`src/rtl/booth2_pkg.sv`:
```
// Constants and types shared by the radix-4 Booth 16x16 multiplier blocks
// (encoder, Wallace reduction and the sequential accumulator).
package booth2_pkg;

    localparam int PP_NUM = 8;
    localparam int PP_W   = 17;
    localparam int PROD_W = 32;
    localparam int IDX_W  = 3;

    typedef enum logic [1:0] {
        IDLE,
        ACC,
        DONE
    } state_t;

    typedef logic [PP_W-1:0]   pp_t;
    typedef logic [PROD_W-1:0] prod_t;
    typedef logic [IDX_W-1:0]  idx_t;

endpackage

```
`src/rtl/booth2_pp_accum_if.sv`:
```
// Handshake bundle for the Booth partial-product accumulator: one input set
// of eight partial products, one 32-bit product output.
interface booth2_pp_accum_if;
    import booth2_pkg::*;

    logic  in_valid;
    logic  in_ready;
    pp_t   PP1;
    pp_t   PP2;
    pp_t   PP3;
    pp_t   PP4;
    pp_t   PP5;
    pp_t   PP6;
    pp_t   PP7;
    pp_t   PP8;
    logic  out_valid;
    logic  out_ready;
    prod_t out_product;

    modport master (
        output in_valid, PP1, PP2, PP3, PP4, PP5, PP6, PP7, PP8, out_ready,
        input  in_ready, out_valid, out_product
    );

    modport slave (
        input  in_valid, PP1, PP2, PP3, PP4, PP5, PP6, PP7, PP8, out_ready,
        output in_ready, out_valid, out_product
    );

endinterface

```
`src/rtl/booth2_pp_align.sv`:
```
// Places one Booth partial product at its radix-4 weight:
// sign-extend to product width, then shift left by 2*idx (high bits drop).
module booth2_pp_align
    import booth2_pkg::*;
(
    input  pp_t   pp,
    input  idx_t  idx,
    output prod_t term
);

    prod_t sext;

    assign sext = {{(PROD_W-PP_W){pp[PP_W-1]}}, pp};
    assign term = sext << {idx, 1'b0};

endmodule

```
`src/rtl/booth2_pp_accum.sv`:
```
// Multi-cycle partial-product accumulator: captures eight Booth PPs in one
// handshake, then adds one weighted PP per cycle into a 32-bit product.
module booth2_pp_accum
    import booth2_pkg::*;
(
    input  logic              clk,
    input  logic              rst,
    booth2_pp_accum_if.slave  bus
);

    state_t state;
    idx_t   idx;
    prod_t  acc;
    pp_t    pp_reg [PP_NUM];
    logic   out_valid_q;
    prod_t  out_product_q;

    pp_t    pp_sel;
    prod_t  term;
    prod_t  acc_next;

    assign pp_sel   = pp_reg[idx];
    assign acc_next = acc + term;

    booth2_pp_align u_align (
        .pp   (pp_sel),
        .idx  (idx),
        .term (term)
    );

    always_ff @(posedge clk) begin
        if (rst) begin
            state         <= IDLE;
            idx           <= '0;
            acc           <= '0;
            pp_reg        <= '{default: '0};
            out_valid_q   <= 1'b0;
            out_product_q <= '0;
        end else begin
            case (state)
                IDLE: begin
                    if (bus.in_valid) begin
                        pp_reg[0] <= bus.PP1;
                        pp_reg[1] <= bus.PP2;
                        pp_reg[2] <= bus.PP3;
                        pp_reg[3] <= bus.PP4;
                        pp_reg[4] <= bus.PP5;
                        pp_reg[5] <= bus.PP6;
                        pp_reg[6] <= bus.PP7;
                        pp_reg[7] <= bus.PP8;
                        acc       <= '0;
                        idx       <= '0;
                        state     <= ACC;
                    end
                end
                ACC: begin
                    acc <= acc_next;
                    // idx holds at its last value; leaving ACC ends the sweep
                    if (idx == idx_t'(PP_NUM - 1)) begin
                        state         <= DONE;
                        out_valid_q   <= 1'b1;
                        out_product_q <= acc_next;
                    end else begin
                        idx <= idx + idx_t'(1);
                    end
                end
                DONE: begin
                    if (bus.out_ready) begin
                        out_valid_q <= 1'b0;
                        state       <= IDLE;
                    end
                end
                default: state <= IDLE;
            endcase
        end
    end

    // Gated by rst so a reset cycle never advertises readiness
    assign bus.in_ready    = (state == IDLE) && !rst;
    assign bus.out_valid   = out_valid_q;
    assign bus.out_product = out_product_q;

endmodule

```
`src/flat_wrapper.sv`:
```
// flat-port wrapper written by rule: the top's interface ports become plain ports
module booth2_pp_accum_flat import booth2_pkg::*;
  (clk, rst, bus_in_valid, bus_PP1, bus_PP2, bus_PP3, bus_PP4, bus_PP5, bus_PP6, bus_PP7, bus_PP8, bus_out_ready, bus_in_ready, bus_out_valid, bus_out_product);
  booth2_pp_accum_if bus_i ();
  input  logic clk;
  input  logic rst;
  input wire logic [$bits(bus_i.in_valid)-1:0] bus_in_valid;
  input wire logic [$bits(bus_i.PP1)-1:0] bus_PP1;
  input wire logic [$bits(bus_i.PP2)-1:0] bus_PP2;
  input wire logic [$bits(bus_i.PP3)-1:0] bus_PP3;
  input wire logic [$bits(bus_i.PP4)-1:0] bus_PP4;
  input wire logic [$bits(bus_i.PP5)-1:0] bus_PP5;
  input wire logic [$bits(bus_i.PP6)-1:0] bus_PP6;
  input wire logic [$bits(bus_i.PP7)-1:0] bus_PP7;
  input wire logic [$bits(bus_i.PP8)-1:0] bus_PP8;
  input wire logic [$bits(bus_i.out_ready)-1:0] bus_out_ready;
  output wire logic [$bits(bus_i.in_ready)-1:0] bus_in_ready;
  output wire logic [$bits(bus_i.out_valid)-1:0] bus_out_valid;
  output wire logic [$bits(bus_i.out_product)-1:0] bus_out_product;
  assign bus_i.in_valid = bus_in_valid;
  assign bus_i.PP1 = bus_PP1;
  assign bus_i.PP2 = bus_PP2;
  assign bus_i.PP3 = bus_PP3;
  assign bus_i.PP4 = bus_PP4;
  assign bus_i.PP5 = bus_PP5;
  assign bus_i.PP6 = bus_PP6;
  assign bus_i.PP7 = bus_PP7;
  assign bus_i.PP8 = bus_PP8;
  assign bus_i.out_ready = bus_out_ready;
  assign bus_in_ready = bus_i.in_ready;
  assign bus_out_valid = bus_i.out_valid;
  assign bus_out_product = bus_i.out_product;
  booth2_pp_accum u_core (.clk(clk), .rst(rst), .bus(bus_i));
endmodule
```
`config.mk`:
```
export PLATFORM = sky130hd
export DESIGN_NAME = booth2_pp_accum_flat
export DESIGN_NICKNAME = d
export VERILOG_FILES = /design/src/rtl/booth2_pkg.sv /design/src/rtl/booth2_pp_accum_if.sv /design/src/rtl/booth2_pp_align.sv /design/src/rtl/booth2_pp_accum.sv /design/src/flat_wrapper.sv
export SDC_FILE = /design/constraint.sdc
export NUM_CORES = 1
export LEC_CHECK = 0
export CORE_MARGIN = 2
export CORE_UTILIZATION = 59
export CTS_CLUSTER_SIZE = 28
export DETAILED_ROUTE_END_ITERATION = 12
export GPL_ROUTABILITY_DRIVEN = 0
export PLACE_DENSITY = 0.95
export SYNTH_ARGS = -nofsm -noshare
export SYNTH_HDL_FRONTEND = slang
export SYNTH_HIERARCHICAL = 1
export SYNTH_SLANG_ARGS = --single-unit
```
`constraint.sdc`:
```
create_clock -name clk -period 7.3 [get_ports clk]
set_clock_uncertainty 0.1 [all_clocks]
set_input_delay 2.19 -clock clk [delete_from_list [all_inputs] [get_ports clk]]
set_output_delay 2.19 -clock clk [all_outputs]
set_load 0.05 [all_outputs]
```
Word-level counts from Yosys, hierarchy flattened
Cells that the tools add are included.

storage, ports and cells
  logic and storage cells = 51
  input port bits = 140
  output and inout port bits = 34
  register bits = 206

operators by class
  muxes and demuxes = 15
  reduce and logical (&&, ||, !) cells = 11
  eq/ne operators = 7
  shift-type cells = 1
  add/subtract/negate cells = 2
  $lt $le $gt $ge = 1
  bitwise operators = 1

operators by type and width
  cell                 number
  $pmux 32 s2          1
  $bmux 17 s3          1
  $mux 17              2
  $add 32x32->32       1
  $mux 32              1
  $shl 32x4->32        1
  $reduce_and 3->1     3
  $mux 2               3
  $mux 3               2
  $ne 2x2->1 const B   3
  $pmux 2 s3           1
  $pmux 3 s2           1
  $reduce_and 2->1     3
  $ge 4x4->1 const B   1
  $not 3->4            1
  $reduce_bool 2->1    2
  $add 3x1->3 const B  1
  $eq 3x3->1 const B   1
  $eq 2x1->1 const B   1
  $eq 2x2->1 const B   1
  $logic_not 2->1      1
  $mux 1               2
  $ne 2x1->1 const B   1
  $pmux 1 s2           1
  2 further kinds      2

Logic depth before layout (Yosys ltp)
Gate-level depths: netlist (run 1).

  word-level depth = 7
  mapped depth = 18
  gate-level depth less buffers = 14

Hierarchy
Netlist (run 1), hierarchy kept.

by module, submodules not included
  module           instances  cells an instance  sequential area each (um^2)  area an instance (um^2)
  booth2_pp_accum  1          1206               4124.0                       10057.1
  booth2_pp_align  1          107                0.0                          787.0

Worst setup path before layout (run 1)
Ideal clock, no wire load.

  path kind = in2out
  start = input port rst
  end = output port bus_in_ready
  path buffers = 3
  path slack = 1.175 ns
  arrival = 3.835 ns
  stages on the path = 4
  data required time = 5.010 ns
  cell sequence = clkbuf_1 > clkbuf_1 > clkbuf_1 > nor3_1

between the ends
  longest elaborated chain between the ends = 2

RTL lines
  element            RTL line               source
  start, declared    flat_wrapper.sv:6      input logic rst;
  $logic_not 1->1    booth2_pp_accum.sv:79  assign bus.in_ready = (state == IDLE) && !rst;
  $logic_and 1x1->1  booth2_pp_accum.sv:79
  end, declared      flat_wrapper.sv:17     output wire logic [$bits(bus_i.in_ready)-1:0] bus_in_ready;

Every way passes these cells.

Final worst setup path (run 1)
Ends and elaborated chain as after synthesis.

==> metrics.txt, run 1 <==
Mean Syn Cell Area 8.26 um2; DRT Wirelength 32,300 um; Synth cell types 82; ANT cells 0; synth cell count leaders nand2_1, a21oi_1, dfxtp_1; Gates resized, CTS repair 0; mux share of post-synthesis cell area 11.6%; vias in the first global route between 10,000 and 15,000; endpoints failing setup 0; worst ir drop on vdd 223 uV; final number of hold-violating endpoints 0; worst hold path class reg -> reg; RSZ-0062 raised after global routing no; drt pass-1 iters 6; R2R cell count 13; CP Data Required Time 5.01 ns; largest cells by area after synthesis dfxtp_1, nand2_1, a21oi_1; largest family of logic cells by synthesized area simple AND/OR/NAND/NOR gates; die footprint 0.0195 mm2; leakage power between 4 and 5 nW; Pins Over Slew Limit 0; Synth Area in XOR/XNOR 2.32%; P&R area growth vs syn 22.0%; Clock Latency Late Sink 0.51 ns; Max Root-Sink Buffers 3; largest net degree at the start of global routing 90; switching part of the total power a little over a quarter; adder-cell area share of the yosys netlist 3.99%; CP endpoint kind primary output; worst r2r src u_core/idx[0]; Mapped Area about 0.011 mm2; GRT overflow 0; core area 0.0180 mm2; leading area contributor after synthesis dfxtp_1; Switch Pwr 0.759 mW; P per Cell Area 212 mW/mm2; count leader, synth nand2_1; final worst path period need 5.66 ns; status finished clean; hold_sp u_core/bus.out_product[11]; Post-synth EDFFs 0; vias per inst 6.43; drt wl/cell about 19 um; synthesized net count 1,487; max reg flops 136; first-pass GRT wire length between 50,000 and 60,000 um; Root Driver clkbuf_16; Mapped Cells roughly 1,300; RR Endpoint u_core/acc[31]; synth warn 6; Final period util 77.5%; WHS Endpoint u_core/bus.out_product[11]; 1st-iter DRT viols 1,425; layout cells sized above 1 9.20%; fmax ~180 MHz; WHS Path Cells 2; Crit Path Class in -> out; Flop pwr share 43.6%; vias between 10,000 and 15,000; Initial Util roughly three fifths; CTS tree yes; clk sinks 206; cts bufs inserted 21; flop2flop setup slack 1.96 ns; CP max FO 31; GRT Util Overall around a third; DP Area 0.0125 mm2; MaxCap Viol Count 0; CP startpoint kind input port; final instance area 0.0132 mm2; die width between 100 and 150 um; row cnt 49; antenna viol nets, final 0; Layout Nets 1,596; Setup TNS 0 ns; CTS H-tree lvls 1; Die Ht 140 um; simple-gate area share of the yosys netlist 19.8%; Synth Flop Type dfxtp_1; Worst Max-Slew Pin Slew between 1 and 1.5 ns; io pins 174; Detail Placement HPWL 20,800 um; DRC 0; Slew HR 32.6%; Synth Register Bits 206; initial antenna violation count 0; Port Buffers 173; P_int 2.04 mW; sequential element share of the synthesized area 38.0%; post-CTS setup buffer count 0; fraction of registers with async set/reset 0%; Clock power frac 40.5%; CTS clk-pin slew, worst paths 0.06 ns; Data arrival, critical path 3.37 ns; hold buffer count at cts 0; Synth Area in Compound Gates 19.8%; post-synth top area share 38.0%; power share of the combinational group between 10% and 20%
-- per-stage QoR --
stage	hold slack (ns)	power, mW	instances	worst slack (ns)	util, %
CTS	0.353	2.79	1664	1.64	73.4
global route	0.365	2.88	1664	1.60	73.4
global placement	0.338	1.65	1628	1.62	69.4
floorplan	0.332	1.51	1313	1.18	-
finish	0.352	2.80	1664	1.64	73.4
detailed placement	0.343	1.66	1628	1.64	69.4
-- how the worst max path moves through the flow --
stage               from           end  slack, ns  cells past startpoint
floorplan            rst  bus_in_ready       1.18                      4
global placement     rst  bus_in_ready       1.62                      3
detailed placement   rst  bus_in_ready       1.64                      3
CTS                  rst  bus_in_ready       1.64                      3
global route         rst  bus_in_ready       1.60                      3
finish               rst  bus_in_ready       1.64                      3
-- power groups by stage --
| stage | logic, mW | clock network [mW] | registers, mW |
|---|---|---|---|
| finish | 0.445 | 1.13 | 1.22 |
| global route | 0.472 | 1.18 | 1.23 |
| CTS | 0.432 | 1.14 | 1.22 |
| detailed placement | 0.421 | 0 | 1.24 |
| global placement | 0.409 | 0 | 1.24 |
| floorplan | 0.290 | 0 | 1.22 |
-- cell type report --
cell class	count	area, um2
Clock buffer	26	576
Clock inverter	10	140
Fill cell	1218	4800
Inverter	9	33.8
Multi-Input combinational cell	1001	6250
Sequential cell	206	4130
Tap cell	229	287
Timing Repair Buffer	183	1810
-- cells by family (layout without fill, tap and decap cells) --
| group | after synthesis | in the layout |
|---|---|---|
| multiplexers | 79 | 79 |
| XOR/XNOR | 27 | 27 |
| flip-flops | 206 | 206 |
| adder cells (fa/ha/maj) | 34 | 34 |
| buffers and inverters | 106 | 228 |
| AND/OR/NAND/NOR | 508 | 508 |
| AO/OA/AOI/OAI | 353 | 353 |
-- cell usage in the layout (no fill, tap or decap), types with 3 or more instances in the layout --
cell type / instances
a211o_1: 4
a211oi_1: 8
a21o_1: 18
a21oi_1: 208
a221oi_1: 4
a22o_1: 9
a22oi_1: 3
a31oi_1: 11
a32o_1: 3
and2_1: 6
and3_1: 5
buf_4: 10
bufinv_16: 3
clkbuf_1: 3
clkbuf_16: 22
clkdlybuf4s50_1: 172
clkinvlp_4: 3
dfxtp_1: 203
ha_1: 33
inv_1: 9
mux2_2: 23
mux2_4: 3
mux2i_1: 19
mux4_2: 34
nand2_1: 364
nand2b_1: 5
nand3_1: 22
nand4_1: 9
nor2_1: 49
nor2b_1: 12
nor3_1: 15
o211ai_1: 7
o21ai_0: 26
o21ai_1: 9
o21ai_2: 3
o221ai_1: 4
o22ai_1: 5
or3_1: 3
xnor2_1: 14
xor2_1: 12
-- per-layer routing --
layer,GRT usage (%),up-vias,wire (um)
met3,5.13,145,3040
met4,15.8,0,1880
met5,0,-,0
met2,53.6,726,15300
li1,-,4826,-
met1,40.1,4999,12100
-- critical path, cell delays in order --
cell	delay, ns
buf_6	0.17
nor3_1	0.16
clkdlybuf4s50_1	0.83
(Power assumes the default switching activity.)
==> inputs of run 2 (changes only) <==
CORE_UTILIZATION = 49   (was 59)
PLACE_DENSITY = 0.86   (was 0.95)
clock period = 4.8 ns   (was 7.3 ns; I/O delays follow)
==> metrics.txt, run 2 (synthesis results as in run 1) <==
Overall Power 4.42 mW; antenna viol nets, final 0; met1 usage between 30% and 40%; hold_sp u_core/bus.out_product[19]; layout cells sized above 1 10.2%; DRC 0; most frequent cells in the layout nand2_1, a21oi_1, dfxtp_1, clkdlybuf4s50_1, nor2_1; worst hold path class reg -> reg; max reg flops ~140; Final period util 95.1%; crit path launch u_core/idx[0]; Clock Latency Late Sink 0.51 ns; MaxCap Viol Count 0; CP delay by family, top compound AO/OA/AOI/OAI gates; fmax 219 MHz; clk sinks 206; P per Cell Area 327 mW/mm2; met2 usage 42.7%; Switch Pwr between 1 and 1.5 mW; endpoints failing setup 0; Die Ht between 150 and 200 um; DRT Wirelength 31,500 um; CP max FO 11; Buf/Inv on CP 1; Crit Path Class reg -> reg; Slew HR 39.1%; leakage power 5.06 nW; worst r2r src u_core/idx[0]; post-placement cell count about 1,700; 1st-iter DRT viols 887; Port Buffers 173; Layout Cells excl Fill 1,725; io pins approximately 170; GRT overflow 0; drt wl/cell 18.2 um; Max Root-Sink Buffers 3; Hold WS 0.351 ns; drt pass-1 iters 5; Util after Layout 62.1%; vias 10,400; status finished clean; CP Data Required Time 5.11 ns; slowest CP cell mux4_2; CP endpoint kind register; Setup TNS 0 ns; RSZ-0062 raised after global routing no; final instance area 0.0135 mm2; CP startpoint kind register; Initial Util 49.8%; cts bufs inserted 21; vias per inst between 6 and 7; power share of the combinational group 15.6%; number of fill cells around 1,800; Data arrival, critical path 4.87 ns; Flop pwr share 41.8%; Layout Nets 1,605; P_int ~3.3 mW; Crit path largest cell delay 0.53 ns; Pins Over Slew Limit 0; CTS tree yes; largest net degree at the start of global routing roughly 190; GRT Util Overall between 20 and 30%; CP Cell Sequence buf_4 -> mux4_2 -> mux2_2 -> mux2_2 -> mux2i_1 -> o22ai_1 -> ha_1 -> a21o_1 -> a21o_1 -> a21oi_1 -> o21ai_0 -> a41oi_2 -> o221ai_1 -> o41a_1 -> a32o_1; Clock power frac a little over two fifths; GR peak layer met2; final worst path period need approximately 4.6 ns; Root Driver clkbuf_16; final number of hold-violating endpoints 0; fin worst setup slack 0.237 ns; core area 0.0218 mm2; Worst Max-Slew Pin Slew just over 0.9 ns; die footprint 0.0233 mm2; pre-CTS setup slack 0.213 ns; Detail Placement HPWL 22,100 um; met3 usage around 4.6%; vias in the first global route approximately 10,000; initial antenna violation count 1; CTS H-tree lvls 1; ANT cells 0; worst ir drop on vdd 225 uV; die width approximately 150 um; CTS clk-pin slew, worst paths ~0.060 ns; P&R area growth vs syn 24.6%; switching part of the total power roughly a quarter; DP Area 0.0127 mm2; first-pass GRT wire length 49,500 um; row cnt 54; most common cell after layout, fill and taps aside nand2_1
run 2: cell types whose count changed in the layout (fill, tap and decap cells not counted), moves of 2 or more:
cell and change:
buf_12 +5, buf_4 +4, bufinv_16 +3, clkbuf_8 +3, clkinvlp_4 -3, clkbuf_1 -2
run 2: final cells by class:
class                   count  area (um2)  area share [%]
clock buffers              26         584            4.33
clock inverters            11         210            1.56
inverters                   9        33.8           0.250
multi-input cells        1001        6260            46.3
flip-flops and latches    206        4130            30.6
well taps                 280         350            2.59
repair buffers            192        1940            14.4
run 2: worst register-to-register path, delay by kind of cell (launching register included):
family / cells / cell delay (ns)
AO/OA/AOI/OAI: 9 / 1.82
multiplexers: 4 / 1.40
flip-flops: 1 / 0.50
adder cells (fa/ha/maj): 1 / 0.36
buffers and inverters: 1 / 0.27
run 2: worst paths after layout:
path | cells past startpoint | end | slack (ns)
hold / removal | 2 | u_core/bus.out_product[19] | 0.35
setup reg to reg | 15 | u_core/bus.out_product[30] | 0.24
hold reg to reg | 2 | u_core/bus.out_product[19] | 0.35
setup / recovery | 15 | u_core/bus.out_product[30] | 0.24
run 2: what timing repair did:
item                       in CTS  in global routing
setup endpoints to repair       0                  3
buffers inserted                0                  1
hold buffers                    0                  0
gates resized for setup         0                  2
hold endpoints to repair        0                  0
run 2: power groups by stage:
stage | clock network [mW] | logic [mW] | registers, mW
2_1_floorplan | 0 | 0.440 | 1.85
3_3_place_gp | 0 | 0.652 | 1.88
3_5_place_dp | 0 | 0.664 | 1.88
4_1_cts | 1.90 | 0.671 | 1.85
5_1_grt | 1.96 | 0.741 | 1.85
6_report | 1.88 | 0.691 | 1.85
run 2: layer usage:
layer | wire (um) | share of wire (%) | vias up
met3 | 2740 | 8.7 | 135
met4 | 1660 | 5.3 | 2
li1 | - | - | 4858
met2 | 14800 | 47 | 565
met1 | 12300 | 39 | 4814
met5 | 7 | 0.022 | -
==> inputs of run 3 (changes only) <==
CORE_MARGIN = 4   (was 2)
RECOVER_POWER = 50   (was not set)
==> metrics.txt, run 3 (synthesis results as in run 1) <==
CP max FO 19; CP startpoint kind register; row cnt between 50 and 60; io pins between 150 and 200; RSZ-0062 raised after global routing no; final number of hold-violating endpoints 0; CP delay by family, top compound AO/OA/AOI/OAI gates; initial antenna violation count 0; vias in the first global route 9,659; met1 usage 31.3%; Data arrival, critical path 4.95 ns; 1st-iter DRT viols around 1,000; CTS tree yes; Setup TNS 0 ns; die width about 160 um; fmax 215 MHz; Root Driver clkbuf_16; slowest CP cell dfxtp_4; post-CTS setup buffer count 0; antenna viol nets, final 0; hold buffer count at cts 0; GR peak layer met2; worst ir drop on vdd 219 uV; met2 usage 40.9%; largest net degree at the start of global routing 116; CTS H-tree lvls 1; vias 10,200; Die Ht 157 um; P&R area growth vs syn 23.4%; Pins Over Slew Limit 196; endpoints failing setup 0; Detail Placement HPWL 22,500 um; Gates resized, CTS repair 0; clk sinks 206; met3 usage 4.12%; Max Root-Sink Buffers 3; Buf/Inv on CP 1; max reg flops 136; Final period util 96.9%; worst hold path class reg -> reg; Overall Power 4.27 mW; cts bufs inserted 21; CTS clk-pin slew, worst paths 0.06 ns; Layout Nets 1,604; Port Buffers roughly 170; status finished with violations; most common cell after layout, fill and taps aside nand2_1; final worst path period need between 4 and 5 ns; vias per inst roughly 6; GRT overflow 0; CP endpoint kind register; first-pass GRT wire length 49,300 um; most frequent cells in the layout nand2_1, a21oi_1, dfxtp_1, clkdlybuf4s50_1, nor2_1; Worst Max-Slew Pin Slew roughly 2.7 ns; drt pass-1 iters 6; MaxCap Viol Count 2; CP Cell Sequence buf_4 -> mux4_2 -> mux2_2 -> mux2_2 -> mux2i_1 -> o22ai_1 -> ha_1 -> a21o_1 -> a21o_1 -> a21oi_1 -> o21ai_0 -> a41oi_2 -> o221ai_1 -> o41a_1 -> a22o_1; failing checks max-capacitance violations, max-slew violations; ANT cells 0; DRC 0; leakage power 5.00 nW; Initial Util 49.7%; CP Data Required Time 5.10 ns; die footprint 0.0246 mm2; Slew HR -81.0%; core area 0.0218 mm2; drt wl/cell 18.1 um; GRT Util Overall 24.4%; Clock Latency Late Sink 0.52 ns; Crit Path Class reg -> reg; DRT Wirelength 31,200 um; Crit path largest cell delay 0.56 ns; P per Cell Area 319 mW/mm2; layout cells sized above 1 ~9.6%
==> run 3: report_power, final <==
| group | total [mW] | internal [mW] | leakage [nW] | switching [mW] |
|---|---|---|---|---|
| sequential | 1.85 | 1.79 | 1.68 | 0.0629 |
| combinational | 0.673 | 0.306 | 2.96 | 0.367 |
| clock | 1.75 | 1.05 | 0.362 | 0.694 |
| total | 4.27 | 3.15 | 5.00 | 1.12 |
==> run 3: through the flow <==
step                setup slack, ns  area [um2]  cells  hold WS (ns)  utilization, %
floorplan                     0.175       10800   1313         0.332               -
global placement              0.326       12700   1687         0.339            58.0
detailed placement            0.288       12700   1687         0.345            58.0
CTS                           0.225       13400   1725         0.355            61.4
global route                 0.0109       13400   1725         0.373            61.3
finish                        0.147       13400   1725         0.355            61.3
==> run 3: layout make-up <==
class                   count  area (um2)
clock inverters             7         124
multi-input cells        1001        6240
inverters                   9        33.8
well taps                 280         350
clock buffers              31         613
fillers                  1748        8440
flip-flops and latches    206        4130
repair buffers            191        1880
==> run 3: worst paths after layout <==
path | start | endpoint | slack (ns) | cells past startpoint
worst max register to register | u_core/idx[0] | u_core/acc[30] | 0.15 | 15
worst min register to register | u_core/pp_reg[14] | u_core/pp_reg[14] | 0.35 | 2
worst min-delay path | u_core/pp_reg[14] | u_core/pp_reg[14] | 0.35 | 2
worst max-delay path | u_core/idx[0] | u_core/acc[30] | 0.15 | 15
==> run 3: layer usage <==
layer | share of wire, % | up-vias
met1 | 40 | 4772
met3 | 8.1 | 110
met4 | 4.5 | 0
met2 | 47 | 504
met5 | 0 | -
li1 | - | 4845
==> run 3: worst min-delay path: cells and delay by family, from the launching register on <==
kind             cells  cell delay [ns]
flip-flops           1             0.31
AO/OA/AOI/OAI        1             0.05
AND/OR/NAND/NOR      1             0.05
==> variant: new RTL, config.mk and constraints of run 2 <==
Change the package constant `IDX_W` from 3 to 2.
--- a/src/rtl/booth2_pkg.sv
+++ b/src/rtl/booth2_pkg.sv
@@ -5,7 +5,7 @@
     localparam int PP_NUM = 8;
     localparam int PP_W   = 17;
     localparam int PROD_W = 32;
-    localparam int IDX_W  = 3;
+    localparam int IDX_W  = 2;
 
     typedef enum logic [1:0] {
         IDLE,
Behaviour: not the same (Yosys sat finds a counterexample within 10 cycles, from zero or initial values and one cycle with rst high).
==> variant against run 2 <==
Sequential power decreased by 34%. Area after synthesis fell by 33%. Total power decreased by 34%. Final area fell by 34%. Sequential cell count fell by 69. Hold slack improved by 0.00068 ns. Wire length decreased by 45%. Sequential share of layout area increased by 0.24 points. Maximum frequency grew 0.15%. First-iteration DRC count is 51% lower. Worst setup slack better by 0.0069 ns.
==> variant: results (changes against run 2) <==
Synth
  – Area contributors post-synth: dfxtp_1 (38%), nand2_1 (12%), a21oi_1 (10%), mux4_2 (6.8%), ha_1 (5.5%)
  – Cell variety after synth: 61 (-26%)
  – Synth cell count leaders: nand2_1 (223), a21oi_1 (144), dfxtp_1 (137), clkbuf_1 (46), ha_1 (32)
  – FF+latch count, synth: 137 (-33%)
  – Sequential share of the synthesized area: 0.379 (-0.00151)
  – Post-Syn Nets: 1045 (-30%)

Worst setup path
  – Worst reg-to-reg path cell count: 13 (-2)
  – Crit path DAT: 4.83 ns (-0.04 ns)
  – Slowest cell on crit path: dfxtp_2
  – Worst stage delay on the critical path: 0.62 ns (+0.09 ns)
  – Reg2reg setup slack: 0.24 ns
  – CP Max Fanout: 17 (+6)
  – Crit path max-delay family: simple AND/OR/NAND/NOR gates

Drt
  – Met3 routed wirelength: 978 um (-64%)
  – Drt total wl: 17.3 mm (-45%)
  – Met1 Wirelength: 7.94 mm (-35%)
  – Vias/cell: 5.58 (-7.2%)
  – Met2 wire len: 7.96 mm (-46%)
  – Top sig layer: met4
  – DR iter-0 viols: 435 (-51%)

Clock network
  – CTS root buf: clkbuf_16
  – H-tree levels: 4 (+3)
  – CTS buffer count: 17 (-19%)
  – Clock Path Buffers: 2 (-1)
  – Clock Latency Late Sink: 0.43 ns (-0.08 ns)

Finish
  – Layout cells sized above 1: 0.0901 (-0.0117)
  – Multi-input logic portion of the cell area: 0.462 (-0.00130)
  – Non-clock inverters: 12 (+3)
  – Clock Network Area Fraction: 0.0661 (+0.00724)
  – Nets@finish: 1116 (-30%)
  – # fillers: 1190 (-33%)
  – Multi-Input Combinational: 654 (-35%)
  – # diodes: 1 (+1)
  – Largest register FFs: 68 (-50%)
  – Layout area overhead: 22.9%
  – Number of clock buffers in the layout: 20 (-23%)
  – Nonclk buf count: 121 (-37%)
  – Buffering overhead: 0.132 (-0.0112)
  – Sequential share of cell area: 0.308 (+0.00244)
  – FF+latch area: 2750 um^2 (-34%)

Timing
  – Slew margin rel.: 0.286 (-0.105)
  – Hold slack: 0.352 ns (+0.000675 ns)
  – Tmin final: 4.56 ns (-0.00690 ns)

GRT
  – Vias in the first global route: 6073 (-38%)
  – Total GRT Usage: 0.224 (-0.0322)
  – Initial antenna violation count: 1 (unchanged)
  – Global-route wire length before repair: 28.9 mm (-42%)

Place
  – Port bufs: 105 (-39%)
  – Post-DP Area: 8310 um^2 (-35%)
  – HPWL after DPL: 12.2 mm (-45%)

Pwr
  – Sw frac: 0.259 (+0.00333)
  – Worst VDD drop: 0.000241 V (+7.1%)
  – Leak pwr: 0.00342 uW (-32%)

Outcome
  – Outcome: complete, no violations

Min path
  – Hold Startpoint: u_core/bus.out_product[12]
  – WHS Endpoint: u_core/bus.out_product[12]
==> variant: cell types whose count changed after synthesis, sizes merged, moves of 10 or more <==
cell    change
nand2     -142
dfxtp      -69
a21oi      -65
mux2       -26
nor2       -20
clkbuf     -19
o21ai      -16
mux4       -12
nor3       -10
==> variant: per-layer routing <==
layer,global-route usage,vias up
li1,-,3188
met1,0.301,2940
met2,0.353,200
met3,0.0501,31
met4,0.0869,0
met5,0,-
==> variant: how the worst max path moves through the flow <==
stage / depth (start not counted) / slack (ns) / endpoint / start
finish: 13 / 0.24 / u_core/bus.out_product[30] / u_core/idx[0]
global route: 14 / -0.02 / u_core/bus.out_product[30] / u_core/idx[0]
CTS: 14 / 0.27 / u_core/bus.out_product[30] / u_core/idx[0]
detailed placement: 13 / 0.37 / u_core/acc[31] / u_core/idx[0]
global placement: 13 / 0.43 / u_core/bus.out_product[30] / u_core/idx[0]
floorplan: 15 / 0.18 / u_core/bus.out_product[31] / u_core/idx[0]
==> variant: kinds of logic after synthesis <==
group                      synth area share
xor gates and xnor gates             0.0351
DFF                                   0.379
AOI/OAI and AO/OA                     0.194
adders and majority gates            0.0581
muxes                                0.0988
and+or+nand+nor                       0.181
buffers and inverters                0.0541
==> variant: power by group through the flow <==
stage | clock (uW) | combinational (uW) | sequential, uW
4_1_cts | 1310 | 414 | 1210
3_5_place_dp | 0 | 409 | 1240
6_report | 1300 | 417 | 1220
5_1_grt | 1360 | 458 | 1220
2_1_floorplan | 0 | 298 | 1230
3_3_place_gp | 0 | 402 | 1240
==> variant: per-stage QoR <==
step	TNS (ns)	total power [uW]	worst slack (ns)	std cells
final	0	2930	0.244	1140
after global routing	-0.0185	3040	-0.0185	1140
after CTS	0	2940	0.274	1139
after detailed placement	0	1650	0.365	1108
after global placement	0	1640	0.427	1108
after floorplan	0	1520	0.176	872
